## config.mk

```make
export PLATFORM = sky130hd
export DESIGN_NAME = ps2_key_ctrl
export DESIGN_NICKNAME = d
export VERILOG_FILES = /design/src/rtl/ps2_pkg.sv /design/src/rtl/ps2_key_ctrl.sv
export SDC_FILE = /design/constraint.sdc
export NUM_CORES = 1
export LEC_CHECK = 0
export BUFFER_PORTS_ARGS = -buffer_cell sky130_fd_sc_hd__buf_2
export CAP_MARGIN = 0
export CORE_ASPECT_RATIO = 0.75
export CORE_MARGIN = 1
export CORE_UTILIZATION = 50
export DETAILED_ROUTE_END_ITERATION = 8
export HOLD_SLACK_MARGIN = 0.05
export PLACE_DENSITY = 0.84
export SLEW_MARGIN = 40
export SYNTH_ARGS = -nofsm -noshare
export SYNTH_HDL_FRONTEND = slang
export SYNTH_SLANG_ARGS = --single-unit
```

## constraint.sdc

```tcl
create_clock -name clk -period 3.95 [get_ports clk]
set_clock_uncertainty 0.2 [all_clocks]
set_input_delay 0.79 -clock clk [delete_from_list [all_inputs] [get_ports clk]]
set_output_delay 0.79 -clock clk [all_outputs]
set_load 0.01 [all_outputs]
```

## src/rtl/ps2_pkg.sv

```systemverilog
// Shared constants for the PS/2 scan-code read-side controller.
package ps2_pkg;

  localparam logic [7:0] PS2_EXT = 8'hE0;
  localparam logic [7:0] PS2_BRK = 8'hF0;

  typedef enum logic {
    ST_IDLE = 1'b0,
    ST_POP  = 1'b1
  } state_t;

endpackage

```

## src/rtl/ps2_key_ctrl.sv

```systemverilog
// Pops the ps2_keyboard FIFO one byte per two cycles, folds E0/F0 prefixes
// into single key events, and tracks the held key and distinct press count.
//
// state   | meaning
// IDLE    | waiting for kb_ready; accepts and decodes the head byte
// POP     | kb_nextdata_n low; FIFO advances at the end of this cycle
module ps2_key_ctrl
  import ps2_pkg::*;
#(
  parameter int          CNT_W       = 8,
  parameter logic [15:0] PFX_TIMEOUT = 16'd50000
) (
  input  logic             clk,
  input  logic             rst,
  input  logic [7:0]       kb_data,
  input  logic             kb_ready,
  input  logic             kb_overflow,
  output logic             kb_nextdata_n,
  output logic             key_valid,
  output logic [7:0]       key_code,
  output logic             key_ext,
  output logic             key_break,
  output logic             key_held,
  output logic [7:0]       held_code,
  output logic             held_ext,
  output logic [CNT_W-1:0] press_count,
  output logic             ovf_flag
);

  localparam logic [CNT_W-1:0] CNT_ONE = {{(CNT_W-1){1'b0}}, 1'b1};

  state_t      state;
  logic        ext_p;
  logic        brk_p;
  logic [15:0] pfx_cnt;
  logic        accept;
  logic        same_key;

  assign accept   = (state == ST_IDLE) && kb_ready;
  assign same_key = (kb_data == held_code) && (ext_p == held_ext);

  always_ff @(posedge clk) begin
    if (rst) begin
      state         <= ST_IDLE;
      ext_p         <= 1'b0;
      brk_p         <= 1'b0;
      pfx_cnt       <= '0;
      kb_nextdata_n <= 1'b1;
      key_valid     <= 1'b0;
      key_code      <= '0;
      key_ext       <= 1'b0;
      key_break     <= 1'b0;
      key_held      <= 1'b0;
      held_code     <= '0;
      held_ext      <= 1'b0;
      press_count   <= '0;
      ovf_flag      <= 1'b0;
    end else begin
      key_valid <= 1'b0;
      if (kb_overflow) ovf_flag <= 1'b1;

      case (state)
        ST_IDLE: begin
          kb_nextdata_n <= 1'b1;
          if (kb_ready) begin
            state         <= ST_POP;
            kb_nextdata_n <= 1'b0;
            if (kb_data == PS2_EXT) begin
              ext_p <= 1'b1;
            end else if (kb_data == PS2_BRK) begin
              brk_p <= 1'b1;
            end else begin
              key_valid <= 1'b1;
              key_code  <= kb_data;
              key_ext   <= ext_p;
              key_break <= brk_p;
              ext_p     <= 1'b0;
              brk_p     <= 1'b0;
              if (!brk_p) begin
                // A make matching the held key is typematic repeat, not a new press.
                if (!key_held || !same_key) begin
                  key_held    <= 1'b1;
                  held_code   <= kb_data;
                  held_ext    <= ext_p;
                  press_count <= press_count + CNT_ONE;
                end
              end else if (same_key) begin
                key_held  <= 1'b0;
                held_code <= '0;
                held_ext  <= 1'b0;
              end
            end
          end
        end
        ST_POP: begin
          state         <= ST_IDLE;
          kb_nextdata_n <= 1'b1;
        end
        default: begin
          state         <= ST_IDLE;
          kb_nextdata_n <= 1'b1;
        end
      endcase

      // Stale prefixes are dropped so a lost make byte cannot taint the next key.
      if (accept) begin
        pfx_cnt <= '0;
      end else if (ext_p || brk_p) begin
        if (pfx_cnt == PFX_TIMEOUT - 16'd1) begin
          ext_p   <= 1'b0;
          brk_p   <= 1'b0;
          pfx_cnt <= '0;
        end else begin
          pfx_cnt <= pfx_cnt + 16'd1;
        end
      end
    end
  end

endmodule

```

Word level (Yosys, flattened, before mapping)
Cells that the tools add are included.
- register bits: 50
- bits of input ports: 12
- logic and storage cells: 67
- add/subtract/negate cells: 2
- eq/ne operators: 6
- mux-type cells: 28
- bitwise gates (word level): 5
- reduce and logical (&&, ||, !) cells: 12
- operators with widths (kind ; count):
    8-bit 2-to-1 mux ; 3
    1-bit 2-to-1 mux ; 22
    16-bit by 1-bit adder with 16-bit output (second input constant) ; 1
    16-bit equality test (second input constant) ; 1
    8-bit equality test (second input constant) ; 2
    16-bit 2-to-1 mux ; 1
    6-bit AND reduction ; 2
    8-bit by 1-bit adder with 8-bit output (second input constant) ; 1
    8-bit equality test ; 1
    1-bit NOT ; 5
    1-bit one-hot mux with 2 select lines ; 2
    4-bit AND reduction ; 1
    4-bit OR reduction ; 1
    1-bit logical AND ; 2
    1-bit zero test ; 2
    1-bit logical OR ; 2
    2-bit by 1-bit inequality test with 1-bit output (second input constant) ; 1
    2-bit nonzero test ; 1
    2-bit OR reduction ; 1
    1-bit equality test ; 1

Depth between registers and ports, before layout
Gate-level depths: netlist of the first run.
- depth in word-level cells: 8
- gate-level depth with buffers: 7

Worst setup path before layout of the first run
Ideal clock, no wire load.
- path type: input port to flip-flop
- start point: in kb_data[1]
- end point: reg press_count[2]
- setup time: 0.123 ns
- arrival: 2.081 ns
- path slack: 1.545 ns
- stages on the path: 6
- buffers on the path: 1
- cell sequence: nor4b_2 a21o_1 buf_2 nor2_2 and3_1 mux2_1
- word-level cells in the longest chain between the ends: 5
- elaborated cells on any way between the ends: 9
- RTL lines (item ; line ; source):
    start, declared ; ps2_key_ctrl.sv:15 ; input logic [7:0] kb_data,
    8-bit equality test ; ps2_key_ctrl.sv:40 ; assign same_key = (kb_data == held_code) && (ext_p == held_ext);
    1-bit logical AND ; ps2_key_ctrl.sv:40 ;
    1-bit zero test ; ps2_key_ctrl.sv:81 ; if (!key_held || !same_key) begin
    1-bit logical OR ; ps2_key_ctrl.sv:81 ;
    6-bit AND reduction (no line) (*) ; -- ;
    end signal, assigned ; ps2_key_ctrl.sv:85 ; press_count <= press_count + CNT_ONE;
    end, declared ; ps2_key_ctrl.sv:26 ; output logic [CNT_W-1:0] press_count,
Mark *: on every way between the ends. The rest lies on a longest branch, timed or not.
A chain may end at the register's enable or synchronous reset.

Final worst setup path of the first run
Ends and elaborated chain as after synthesis.

==> results of run 1 <==
==> critical path, cell delays in order <==
cell	delay, ns
buf_2	0.13
nor4b_2	0.51
a21o_1	0.42
nor2_2	0.10
and3_1	0.19
mux2_1	0.30
==> worst paths after layout <==
kind / slack, ns / depth (start not counted) / endpoint / startpoint
min: 0.26 / 2 / key_ext / key_ext
min reg2reg: 0.26 / 2 / key_ext / key_ext
max reg2reg: 1.82 / 5 / press_count[2] / held_code[2]
max: 1.51 / 6 / press_count[2] / kb_data[1]
==> cell type report <==
type,instances,area (µm²)
Sequential cell,50,1001
Multi-Input combinational cell,166,1084
Inverter,2,7.507
Fill cell,360,1615
Tap cell,55,68.82
Timing Repair Buffer,42,210.2
Clock buffer,5,68.82
Clock inverter,3,23.77
==> flip-flops by register name, indices dropped and copies added (netlist names) <==
signal and count:
brk_p 1, ext_p 1, held_code 8, held_ext 1, kb_nextdata_n 1, key_break 1, key_code 8, key_ext 1
key_held 1, key_valid 1, ovf_flag 1, pfx_cnt 16, press_count 8, state 1
==> stage by stage <==
stage / power [µW] / setup WS, ns / util [%]
2_1_floorplan: 596.0 / 1.545 / -
3_3_place_gp: 628.5 / 1.294 / 58.13
3_5_place_dp: 630.0 / 1.230 / 58.13
4_1_cts: 927.9 / 1.525 / 60.40
5_1_grt: 964.7 / 1.418 / 60.40
6_report: 920.6 / 1.512 / 60.40
==> layer usage <==
layer,share of wire [%],vias up,wire (µm)
met1,50,867,2296
met5,0,-,0
li1,-,901,-
met2,43,56,1958
met3,6.0,4,272
met4,0.92,0,42
==> cell families (layout without fill, tap and decap cells) <==
kind of cell | Yosys count | count (layout) | share of synthesized area [%]
compound gates | 46 | 46 | 15.48
xor+xnor | 24 | 24 | 9.813
fa+ha+maj | 2 | 2 | 1.168
buf+inv | 12 | 52 | 2.687
flops | 50 | 50 | 46.73
mux | 2 | 2 | 1.051
simple gates | 92 | 92 | 23.07
==> Yosys cell counts, types with 2 or more instances <==
| cell type | number | share of area [%] |
|---|---|---|
| a21oi_1 | 15 | 3.5 |
| a22o_1 | 5 | 2.0 |
| a22oi_1 | 4 | 1.4 |
| a32o_1 | 5 | 2.3 |
| and3_1 | 5 | 1.5 |
| and4_1 | 5 | 2.0 |
| buf_2 | 4 | 0.93 |
| clkbuf_1 | 5 | 0.88 |
| dfxtp_1 | 50 | 47 |
| ha_1 | 2 | 1.2 |
| inv_1 | 2 | 0.35 |
| mux2_1 | 2 | 1.1 |
| nand2_1 | 18 | 3.2 |
| nand2b_1 | 2 | 0.58 |
| nand3_1 | 6 | 1.4 |
| nand4_1 | 6 | 1.8 |
| nor2_1 | 30 | 5.3 |
| nor2b_1 | 3 | 0.88 |
| nor3_1 | 2 | 0.47 |
| o21ai_0 | 6 | 1.4 |
| o221a_2 | 2 | 1.1 |
| o31ai_1 | 4 | 1.4 |
| or4_1 | 4 | 1.4 |
| xnor2_1 | 4 | 1.6 |
| xor2_1 | 20 | 8.2 |
==> power by group <==
part	total, µW	switching (µW)	leakage, µW	internal [µW]
Clock	301	175	0.0000408	127
Sequential	530	11.4	0.000407	519
Combinational	88.8	54.2	0.000581	34.6
Total	921	240	0.00103	680
==> flow_summary.yaml, run 1 <==
status:
  status: "complete, no violations"
finish:
  diodes: 0
  nets: 281
  drive_gt1_share_pct: 22.01
  final_cells: 323
  layout_common_cells: "dfxtp_1 (50), buf_2 (42), nor2_1 (30), xor2_1 (20), nand2_1 (18)"
  mostFrequentLayoutCell: "dfxtp_1"
  final_cell_area_um2: 2464
  syn_to_final_growth_pct: 15.01
die:
  row_count: 20
  fp.dieH_um: 58.69
  die_area_um2: 4553
  die_x_um: 77.58
  start_util_pct: 52.52
  placeableCoreArea_um2: 4079
  ios: 43
pwr:
  p_leak_uw: 0.001029
  vdd_drop_max_mv: 0.1972
  power_density_nw_per_um2: 373.7
timing:
  fin_crit_sh_pct: 61.72
  hold_viol: 0
  finalSetupViolCount: 0
  hold_ws_ns: 0.2638
  maxSlewHeadroom_pct: 59.44
  tns_ns: 0
  min_period_ns: 2.438
  fmax_mhz: 410.2
  tightest_slew_ns: 0.6038
  rsz0062_at_grt: "no"
  drv_slew: 0
global_routing:
  grt_max_degree: 26
  track_usage_pct: 21.06
  gr-total-overflow: 0
  grt_pass1_wl_um: 7383
  met2_usage_pct: 31.73
  grt_pass1_vias: 1581
  grtUsageMet3_pct: 6.977
  gr-max-usage-layer: "met2"
  use_met1_pct: 29.04
  antenna_found_initial: 0
synthesis:
  syn_area_um2: 2142
  synth_edf_count: 0
  yosysWarnings: 0
  postSynthAreaPerCell_um2: 9.395
  netlist_instances: 228
  synthFlopType: "dfxtp_1"
  ys_ff_latch: 50
  ys_seq_area_share_pct: 46.73
  yosysUniqueCellTypes: 42
  syn_nets: 242
  async_reset_ff_share_pct: 0
cts:
  htree_levels: 2
  clockBufferDepth: 2
  ctsHoldBuffers: 0
  post_cts_buffers: 0
  tritoncts: "yes"
  cts.sinks: 50
  root_buffer: "clkbuf_8"
  worst_skew_pair.late_latency_ns: 0.31
  cts-resized-gates: 0
  numCtsBuffers: 5
  cts.reportedPaths.clkPinSlew_ns: 0.09
detailed_routing:
  wl_per_cell_um: 14.15
  postRouteAntennaNets: 0
  routed_wl_um: 4569
  dr.pass1.iters: 4
  drtIter0Drc: 184
  vias: 1828
  via_per_inst: 5.659
  drc: 0
critical_path:
  cp-end-kind: "flop"
  crit_arrival_ns: 2.44
  worstPathRequired_ns: 3.95
  critPathKind: "primary input to flop"
  worst-path-max-fanout: 10
  start_kind: "primary input"
place:
  placed_area_um2: 2371
  gp_congestion: 0.8266
  port_buffers: 42
  dp_hpwl_um: 3288
  dp_cells: 315
min_path:
  hold_path_class: "flop to flop"
run:
  drv_cap: 0
Note: power is estimated with default switching activity, not from simulation.
==> inputs of run 2 (changes only) <==
Clock period 3.95 ns to 2.3 ns, I/O delays scaled along.
==> run 2 against run 1 <==
Effect of this change:
- clock-buffer cell count up 1
- via count rose by 0.22%
- highest routed layer unchanged
- largest cell class unchanged
- utilization grew 3.1 points
- final cell count is 3.1% higher
- sequential share of layout area down 2.0 points
- total power rose by 100%
- combinational power rose by 93%
- flip-flop and latch count is the same
- hold slack got worse by 0.11 ns
- register-to-register slack lost 1.6 ns
- clock power grew to 2.5 times the previous value
- critical endpoint is now held_code[1]
==> flow_summary.yaml, run 2 (synthesized netlist as in run 1, its figures left out) <==
critical_path:
  ff2ff_path_depth: 5
  cp-end-kind: "flop"
  crit_arrival_ns: 2.09
  reg2reg_from: "held_code[2]"
  start_kind: "flop"
  path_cells: "xor2_1, nor4_2, nand4_1, a32o_1, a32o_1"
  r2r_end: "held_code[1]"
  r2r_slack_ns: 0.21
  worst-path-max-fanout: 9
  critPathLaunch: "held_code[2]"
  cp.depth: 5
  critPathKind: "flop to flop"
  crit_buf_inv: 0
  crit_path_end: "held_code[1]"
  cpMostUsedCell: "a32o_1"
  worstPathRequired_ns: 2.30
  path_delay_family: "compound AO/OA/AOI/OAI gates"
  slowest_delay_ns: 0.45
  cp_slowest_cell: "nor4_2"
finish:
  mostFrequentLayoutCell: "dfxtp_1"
  top_register: "pfx_cnt"
  layout_common_cells: "dfxtp_1 (50), buf_2 (42), nor2_1 (30), xor2_1 (20), nand2_1 (18)"
  syn_to_final_growth_pct: 20.85
  diodes: 0
  nets: 291
  largest_register_ffs: 16
  drive_gt1_share_pct: 24.82
  num-fill-cells: 339
cts:
  numCtsBuffers: 5
  ctsHoldBuffers: 0
  clockBufferDepth: 2
  htree_levels: 2
  tritoncts: "yes"
  post_cts_buffers: 0
  root_buffer: "clkbuf_8"
  cts.reportedPaths.clkPinSlew_ns: 0.09
  cts.sinks: 50
  cts-resized-gates: 0
  worst_skew_pair.late_latency_ns: 0.30
detailed_routing:
  drtIter0Drc: 199
  dr.pass1.iters: 4
  wl_per_cell_um: 14.54
  drc: 0
  postRouteAntennaNets: 0
  via_per_inst: 5.502
  routed_wl_um: 4842
  vias: 1832
place:
  post-place-ws_ns: -0.01348
  port_buffers: 42
  gp_congestion: 0.8537
  dp_hpwl_um: 3553
global_routing:
  grt_pass1_wl_um: 7810
  track_usage_pct: 22.48
  grt_pass1_vias: 1653
  antenna_found_initial: 0
  gr-total-overflow: 0
  grt_max_degree: 25
pwr:
  power_density_nw_per_um2: 710.8
  switching_power_uw: 414.0
  p_leak_uw: 0.001107
  switching_share_pct: 22.50
  p_int_uw: 1426
  p_comb_share_pct: 9.3
  p_clk_share_pct: 41.2
  vdd_drop_max_mv: 0.4233
  power.share.sequential_pct: 49.5
die:
  placeableCoreArea_um2: 4079
  die_area_um2: 4553
  row_count: 20
  ios: 43
  die_x_um: 77.58
  start_util_pct: 52.52
  fp.dieH_um: 58.69
timing:
  tightest_slew_ns: 0.5665
  min_period_ns: 2.089
  rsz0062_at_grt: "no"
  drv_slew: 0
  tns_ns: 0
  finalSetupViolCount: 0
  fin_crit_sh_pct: 90.80
  setup_slack_ns: 0.2115
  fmax_mhz: 478.8
  maxSlewHeadroom_pct: 61.94
  hold_viol: 0
run:
  drv_cap: 0
status:
  status: "complete, no violations"
min_path:
  hold_path_class: "primary input to flop"
-- run 2: cell count changes in the layout (fill, tap and decap cells not counted), sizes merged --
cell	delta
buf	+10
clkinvlp	-2
clkbuf	+1
inv	-1
bufinv	+2
-- run 2: area by class of cell --
cell class	count	area (µm²)	share of cell area [%]
Clock buffer	6	82.58	3.190
Timing Repair Buffer	52	285.3	11.02
Sequential cell	50	1001	38.67
Inverter	2	7.507	0.2900
Multi-Input combinational cell	166	1084	41.86
Tap cell	55	68.82	2.658
Clock inverter	2	60.06	2.320
-- run 2: per-stage QoR --
stage | cell area [µm²] | total power, µW | hold WS, ns | util (%) | std cells
detailed placement | 2446 | 1099 | 0.2450 | 59.97 | 325
CTS | 2589 | 1839 | 0.1533 | 63.47 | 333
floorplan | 2142 | 1024 | 0.2494 | - | 228
global route | 2589 | 1898 | 0.1485 | 63.47 | 333
finish | 2589 | 1840 | 0.1556 | 63.47 | 333
global placement | 2446 | 1094 | 0.2449 | 59.97 | 325
-- run 2: how the worst min path moves through the flow --
stage                     start          end  slack (ns)  depth (start not counted)
floorplan            pfx_cnt[1]   pfx_cnt[1]        0.25                          2
global placement    key_code[4]  key_code[4]        0.24                          2
detailed placement  key_code[4]  key_code[4]        0.24                          2
CTS                 kb_overflow     ovf_flag        0.15                          3
global route        kb_overflow     ovf_flag        0.15                          3
finish              kb_overflow     ovf_flag        0.16                          3
-- run 2: power groups by stage --
stage	logic [µW]	clock network (µW)	registers, µW
6_report	171	758	911
5_1_grt	185	799	914
4_1_cts	171	758	911
3_5_place_dp	168	0	931
3_3_place_gp	164	0	929
2_1_floorplan	83.5	0	940
-- run 2: worst reg2reg max path, delay by kind of cell, from the launching register on --
kind             cells  cell delay (ns)
AO/OA/AOI/OAI        2             0.66
flip-flops           1             0.34
AND/OR/NAND/NOR      2             0.63
XOR/XNOR             1             0.16
-- run 2: layer usage --
metal  wire, µm  track usage [%]  vias to the layer above
met3        257            5.426                        9
met2       2137            34.51                       56
met1       2374            30.75                      849
met4         72            8.895                        0
li1           -                -                      918
met5          0                0                        -
